**config.mk**
```make
export PLATFORM = sky130hd
export DESIGN_NAME = cache_scan_loader
export DESIGN_NICKNAME = d
export VERILOG_FILES = /design/src/rtl/cache_scan_loader.sv
export SDC_FILE = /design/constraint.sdc
export NUM_CORES = 1
export LEC_CHECK = 0
export ABC_AREA = 1
export ABC_CLOCK_PERIOD_IN_PS = 1700
export BUFFER_PORTS_ARGS = -buffer_cell sky130_fd_sc_hd__buf_4
export CAP_MARGIN = 20
export CORE_UTILIZATION = 53
export DETAILED_ROUTE_END_ITERATION = 12
export GPL_TIMING_DRIVEN = 0
export PLACE_DENSITY_LB_ADDON = 0.25
export SLEW_MARGIN = 20
export SYNTH_ARGS = -nofsm -noshare
export SYNTH_HDL_FRONTEND = slang
export SYNTH_SLANG_ARGS = --single-unit
```
**constraint.sdc**
```tcl
create_clock -name clk -period 1.7 [get_ports clk]
set_clock_uncertainty 0.2 [all_clocks]
set_input_delay 0.34 -clock clk [delete_from_list [all_inputs] [get_ports clk]]
set_output_delay 0.34 -clock clk [all_outputs]
set_load 0.01 [all_outputs]
```
**src/rtl/cache_scan_loader.sv**
```systemverilog
// cache_scan_loader: scan-port initiator that invalidates, fills or preloads the
// cache tag/data/meta SRAMs once the cache controller has gone quiet.
module cache_scan_loader #(
    parameter int NUM_WAYS = 4,
    parameter int CACHE_AW = 9,
    parameter int TAG_AW   = 8
) (
    input  logic                clk,
    input  logic                reset,
    input  logic                cmd_vld_i,
    output logic                cmd_rdy_o,
    input  logic [31:0]         cmd_dat_i,
    output logic                quiesce_req_o,
    input  logic                quiesce_ack_i,
    output logic                scan_enb_o,
    output logic [CACHE_AW-1:0] scan_addr_o,
    output logic [31:0]         scan_data_o,
    output logic [NUM_WAYS-1:0] scan_web_tag_o,
    output logic [NUM_WAYS-1:0] scan_web_cache_o,
    output logic                scan_web_meta_o,
    output logic                busy_o,
    output logic                done_o,
    output logic                err_o
);

    typedef enum logic [1:0] {
        OP_WRITE = 2'b00,
        OP_FILL  = 2'b01,
        OP_INVAL = 2'b10,
        OP_RSVD  = 2'b11
    } op_e;

    typedef enum logic [1:0] {
        TGT_TAG   = 2'b00,
        TGT_CACHE = 2'b01,
        TGT_META  = 2'b10,
        TGT_RSVD  = 2'b11
    } tgt_e;

    typedef enum logic [3:0] {
        IDLE, QREQ, OWN, WDATA, FCONST, FILL, INV, DRAIN, REL
    } state_e;

    localparam logic [CACHE_AW-1:0] INV_LAST = CACHE_AW'((1 << TAG_AW) - 1);

    state_e              state_q;
    op_e                 op_q;
    tgt_e                tgt_q;
    logic [NUM_WAYS-1:0] mask_q;
    logic [CACHE_AW-1:0] addr_q;
    logic [CACHE_AW-1:0] cnt_q;

    logic                rdy_q;
    logic                req_q;
    logic                enb_q;
    logic [CACHE_AW-1:0] saddr_q;
    logic [31:0]         sdata_q;
    logic [NUM_WAYS-1:0] wtag_q;
    logic [NUM_WAYS-1:0] wcache_q;
    logic                wmeta_q;
    logic                busy_q;
    logic                done_q;
    logic                err_q;

    op_e                 hdr_op;
    tgt_e                hdr_tgt;
    logic [NUM_WAYS-1:0] hdr_mask;
    logic [CACHE_AW-1:0] hdr_addr;
    logic [CACHE_AW-1:0] hdr_cnt;
    logic                hdr_bad;
    logic                hdr_unused;

    logic                hs;
    logic                wrap_tag;
    logic                wr_go;
    logic [31:0]         wr_data;
    logic [CACHE_AW-1:0] addr_d;
    logic [NUM_WAYS-1:0] wtag_d;
    logic [NUM_WAYS-1:0] wcache_d;
    logic                wmeta_d;

    assign hdr_op     = op_e'(cmd_dat_i[31:30]);
    assign hdr_mask   = cmd_dat_i[26 +: NUM_WAYS];
    assign hdr_tgt    = tgt_e'(cmd_dat_i[25:24]);
    assign hdr_addr   = cmd_dat_i[15 +: CACHE_AW];
    assign hdr_cnt    = cmd_dat_i[6 +: CACHE_AW];
    assign hdr_unused = ^cmd_dat_i[5:0];

    // The way mask only matters for the tag and data arrays.
    assign hdr_bad = (hdr_op == OP_RSVD) || (hdr_tgt == TGT_RSVD) ||
                     ((hdr_mask == '0) &&
                      ((hdr_tgt == TGT_TAG) || (hdr_tgt == TGT_CACHE)));

    assign hs       = cmd_vld_i && rdy_q;
    assign wrap_tag = (op_q == OP_INVAL) || (tgt_q != TGT_CACHE);

    always_comb begin
        addr_d = addr_q + 1'b1;
        if (wrap_tag) begin
            addr_d[CACHE_AW-1:TAG_AW] = '0;
        end
    end

    always_comb begin
        wtag_d   = '1;
        wcache_d = '1;
        wmeta_d  = 1'b1;
        if (op_q == OP_INVAL) begin
            wtag_d  = '0;
            wmeta_d = 1'b0;
        end else begin
            unique case (tgt_q)
                TGT_TAG:   wtag_d   = ~mask_q;
                TGT_CACHE: wcache_d = ~mask_q;
                default:   wmeta_d  = 1'b0;
            endcase
        end
    end

    always_comb begin
        wr_go   = 1'b0;
        wr_data = sdata_q;
        unique case (state_q)
            WDATA: begin
                wr_go   = hs;
                wr_data = cmd_dat_i;
            end
            FILL:  wr_go = 1'b1;
            INV: begin
                wr_go   = 1'b1;
                wr_data = '0;
            end
            default: wr_go = 1'b0;
        endcase
    end

    always_ff @(posedge clk) begin
        if (!reset) begin
            state_q  <= IDLE;
            op_q     <= OP_WRITE;
            tgt_q    <= TGT_TAG;
            mask_q   <= '0;
            addr_q   <= '0;
            cnt_q    <= '0;
            rdy_q    <= 1'b0;
            req_q    <= 1'b0;
            enb_q    <= 1'b1;
            saddr_q  <= '0;
            sdata_q  <= '0;
            wtag_q   <= '1;
            wcache_q <= '1;
            wmeta_q  <= 1'b1;
            busy_q   <= 1'b0;
            done_q   <= 1'b0;
            err_q    <= 1'b0;
        end else begin
            done_q   <= 1'b0;
            err_q    <= 1'b0;
            wtag_q   <= '1;
            wcache_q <= '1;
            wmeta_q  <= 1'b1;
            if (wr_go) begin
                saddr_q  <= addr_q;
                sdata_q  <= wr_data;
                wtag_q   <= wtag_d;
                wcache_q <= wcache_d;
                wmeta_q  <= wmeta_d;
                addr_q   <= addr_d;
                cnt_q    <= cnt_q - 1'b1;
            end
            unique case (state_q)
                IDLE: begin
                    rdy_q <= 1'b1;
                    if (hs) begin
                        op_q   <= hdr_op;
                        tgt_q  <= hdr_tgt;
                        mask_q <= hdr_mask;
                        if (hdr_op == OP_INVAL) begin
                            addr_q <= '0;
                            cnt_q  <= INV_LAST;
                        end else begin
                            addr_q <= hdr_addr;
                            if (hdr_tgt != TGT_CACHE) begin
                                addr_q[CACHE_AW-1:TAG_AW] <= '0;
                            end
                            cnt_q <= hdr_cnt;
                        end
                        if (hdr_bad) begin
                            err_q <= 1'b1;
                        end else begin
                            rdy_q   <= 1'b0;
                            req_q   <= 1'b1;
                            busy_q  <= 1'b1;
                            state_q <= QREQ;
                        end
                    end
                end
                QREQ: begin
                    if (quiesce_ack_i) begin
                        enb_q   <= 1'b0;
                        state_q <= OWN;
                    end
                end
                OWN: begin
                    unique case (op_q)
                        OP_WRITE: begin
                            rdy_q   <= 1'b1;
                            state_q <= WDATA;
                        end
                        OP_FILL: begin
                            rdy_q   <= 1'b1;
                            state_q <= FCONST;
                        end
                        default: state_q <= INV;
                    endcase
                end
                WDATA, FILL, INV: begin
                    if (wr_go && (cnt_q == '0)) begin
                        rdy_q   <= 1'b0;
                        state_q <= DRAIN;
                    end
                end
                FCONST: begin
                    if (hs) begin
                        sdata_q <= cmd_dat_i;
                        rdy_q   <= 1'b0;
                        state_q <= FILL;
                    end
                end
                DRAIN: state_q <= REL;
                REL: begin
                    enb_q   <= 1'b1;
                    req_q   <= 1'b0;
                    busy_q  <= 1'b0;
                    done_q  <= 1'b1;
                    rdy_q   <= 1'b1;
                    state_q <= IDLE;
                end
                default: state_q <= IDLE;
            endcase
        end
    end

    assign cmd_rdy_o        = rdy_q;
    assign quiesce_req_o    = req_q;
    assign scan_enb_o       = enb_q;
    assign scan_addr_o      = saddr_q;
    assign scan_data_o      = sdata_q;
    assign scan_web_tag_o   = wtag_q;
    assign scan_web_cache_o = wcache_q;
    assign scan_web_meta_o  = wmeta_q;
    assign busy_o           = busy_q;
    assign done_o           = done_q;
    assign err_o            = err_q;

endmodule

```
==> summary.md <==
| Metric | Value |
|---|---|
| Crit path largest cell delay | `0.39 ns` |
| Chip height | `86.7 um` |
| Endpoint class of the critical path | `flop` |
| Sequential share of the synthesized area | `44.7%` |
| Number of I/O pins | `92` |
| Deepest clock path buffer count | `2` |
| CTS tree | `yes` |
| CP max FO | `6` |
| Status | `complete, but fails checks` |
| Wire per inst | `15.2 um` |
| I/O Buffers | `91` |
| Most common cell after layout, fill and taps aside | `buf_4` |
| Hold Crit Class | `input pin to flop` |
| Worst-path clk slew | `0.09 ns` |
| Multi-input logic area | `0.00194 mm2` |
| Largest net degree at the start of global routing | `16` |
| Initial Utilization | `55.4%` |
| F_max | `584 MHz` |
| Routed via count | `4030` |
| Post-synthesis cell type count | `36` |
| Cell Int Power | `0.00447 W` |
| Slowest-stage cell, CP | `dfxtp_4` |
| Post-synth EDFFs | `0` |
| Synthesized instance count | `520` |
| Hold-fix buffers at CTS | `0` |
| P&R area growth vs syn | `38.1%` |
| Initial DRT Pass Iterations | `6` |
| Synth Cell Area | `0.00381 mm2` |
| Pleak | `2.47 nW` |
| Max cap viols | `0` |
| Vias in the first global route | `3623` |
| Worst VDD drop | `0.844 mV` |
| Place WS | `-0.189 ns` |
| Avg Vias per Cell | `5.48` |
| Number of fill cells in the layout | `500` |
| Synthesis-stage register bit count | `85` |
| Worst-path cell chain | `inv_6, nor2_4, nand3_4, nand2_8, buf_12, nand2_4, xor2_1, o21ai_1, inv_1` |
| Primary FF master, synth | `dfxtp_1` |
| First-pass GRT wire length | `16.6 mm` |
| Startpoint types | `flop` |
| Logic pwr share | `41.8%` |
| Crit share post-route | `101%` |
| Top sig layer | `met4` |
| Initial antenna violation count | `0` |
| Number of H-tree levels | `3` |
| Ant. Diodes | `0` |
| Final worst path period need | `1.71 ns` |
| Post-Route WL | `11.2 mm` |
| Net Sw Power | `0.00286 W` |
| CTS buffer count | `9` |
| Crit path arrival time | `1.78 ns` |
| Sink Count | `85` |
| Die area | `0.00752 mm2` |
| 1st-iter DRT viols | `338` |
| Power per cell area | `1390 mW/mm2` |
| Clock power frac | `22.4%` |
| Final Hold Vio Count | `0` |
| Detail Route Antenna Nets | `0` |
| Routed length on met1 | `4.50 mm` |
| Layout cells sized above 1 | `33.5%` |
| Final setup violation count | `7` |
| GRT Overall Usage | `28.4%` |
| Grt ovf | `0` |
| Syn Nets | `558` |
| Critical Path RT | `1.76 ns` |
| Async SR Flop Fraction | `0%` |
| RSZ-0062 raised after global routing | `yes` |
| Critical path class | `flop to flop` |
| Switching Share | `39.0%` |
| Die Wd | `86.7 um` |
| Worst setup margin | `-0.0130 ns` |
| Metal2 WL | `5.65 mm` |
| WL met3 | `729 um` |
| Actual slew at the worst max-slew pin | `0.588 ns` |
| CTS root buf | `clkbuf_8` |
| Failing checks | `setup timing` |
| Most frequent cells in the layout | `buf_4, dfxtp_1, nor2_1` |
| Register area | `0.00172 mm2` |
| Core area | `0.00687 mm2` |
| Reg power frac | `35.8%` |
| Nets | `672` |
| Pins Over Slew Limit | `0` |
| Total power draw | `0.00733 W` |
| DRC | `0` |
| Rel. slew slack | `60.8%` |
| Std cell rows | `30` |
| DP HPWL | `7.27 mm` |
| Synth Area per Inst | `7.32 um2` |
| Placer Congestion | `0.957` |
| Worst skew pair latency | `0.37 ns` |
| YS warnings | `0` |
==> Yosys cell counts (5+ instances only) <==
cell type / instances / area (um2)
nand4_1: 5 / 31.3
dfxtp_1: 85 / 1700
o21ai_0: 63 / 315
o21ai_1: 8 / 40.0
clkbuf_1: 12 / 45.0
nand3_1: 24 / 120
nor2_1: 77 / 289
a21oi_1: 59 / 295
nand2_2: 7 / 43.8
inv_1: 61 / 229
nand2_1: 68 / 255
==> worst paths after layout <==
| kind | from | endpoint | slack (ns) | cells after the start |
|---|---|---|---|---|
| worst max-delay path | state_q[2]$_SDFFE_PN0P_ | cnt_q[3]$_SDFF_PN0_ | -0.01 | 9 |
| worst min-delay path | cmd_dat_i[5] | scan_data_o[5]$_SDFF_PN0_ | 0.03 | 3 |
| worst max register to register | state_q[2]$_SDFFE_PN0P_ | cnt_q[3]$_SDFF_PN0_ | -0.01 | 9 |
| worst min register to register | mask_q[3]$_SDFFE_PN0P_ | scan_web_cache_o[3]$_SDFF_PP1_ | 0.20 | 1 |
==> repair_timing <==
item	in CTS	in global routing
endpoints found under the hold margin	0	0
endpoints found under the setup margin	66	59
gates resized for setup	34	92
pin swaps	8	23
gates cloned	0	2
setup buffers	4	6
==> registers in the layout, indices dropped and copies added (netlist names) <==
register,count
mask_q,4
op_q,2
cnt_q,9
scan_enb_o,1
tgt_q,2
scan_addr_o,9
scan_web_cache_o,4
scan_web_meta_o,1
scan_web_tag_o,4
done_o,1
scan_data_o,32
err_o,1
cmd_rdy_o,1
busy_o,1
addr_q,9
state_q,4
==> layout make-up <==
cell class | instances | area share [%]
multi-input combinational | 345 | 36.9
sequential | 85 | 32.7
timing repair buffer | 103 | 15.0
inverter | 65 | 4.93
buffer | 25 | 3.76
clock buffer | 10 | 2.62
tap | 96 | 2.29
clock inverter | 6 | 1.76
==> metal layers <==
metal / up-vias / GRT usage, %
met5: - / 0
met1: 1890 / 33.9
met3: 29 / 4.38
li1: 1917 / -
met4: 0 / 12.9
met2: 194 / 50.3
==> per-stage QoR <==
| step | instances | setup TNS, ns | utilization [%] | hold slack [ns] | instance area (um2) |
|---|---|---|---|---|---|
| after floorplan | 520 | 0 | - | 0.165 | 3810 |
| after detailed placement | 707 | -6.99 | 67.1 | 0.175 | 4610 |
| after CTS | 727 | 0 | 72.0 | 0.0384 | 4950 |
| after global placement | 707 | -3.68 | 67.1 | 0.172 | 4610 |
| final | 735 | -0.0500 | 76.5 | 0.0283 | 5260 |
| after global routing | 735 | -2.02 | 76.5 | 0.0461 | 5260 |
==> cells by family (layout without fill, tap and decap cells) <==
kind of cell             count (synthesis)  count (layout)  synth area share, %
XOR/XNOR                                 4               4                0.920
buffers and inverters                   90             209                 10.6
flip-flops                              85              85                 44.7
AND/OR/NAND/NOR                        199             199                 23.9
adder cells (fa/ha/maj)                  2               2                0.657
AO/OA/AOI/OAI                          140             140                 19.2
==> power groups by stage <==
stage          combinational, W  sequential, W  clock, W
4_1_cts                 0.00237        0.00255   0.00164
5_1_grt                 0.00331        0.00266   0.00174
2_1_floorplan           0.00148        0.00259         0
3_3_place_gp            0.00210        0.00256         0
3_5_place_dp            0.00219        0.00257         0
6_report                0.00307        0.00262   0.00164
==> worst max-delay path: cells and delay by family, from the launching register on <==
family | cells | cell delay, ns
AOI/OAI and AO/OA | 1 | 0.16
xor gates and xnor gates | 1 | 0.15
buffers and inverters | 3 | 0.24
DFF | 1 | 0.39
and+or+nand+nor | 4 | 0.47
Power figures use the tool's default switching activity.
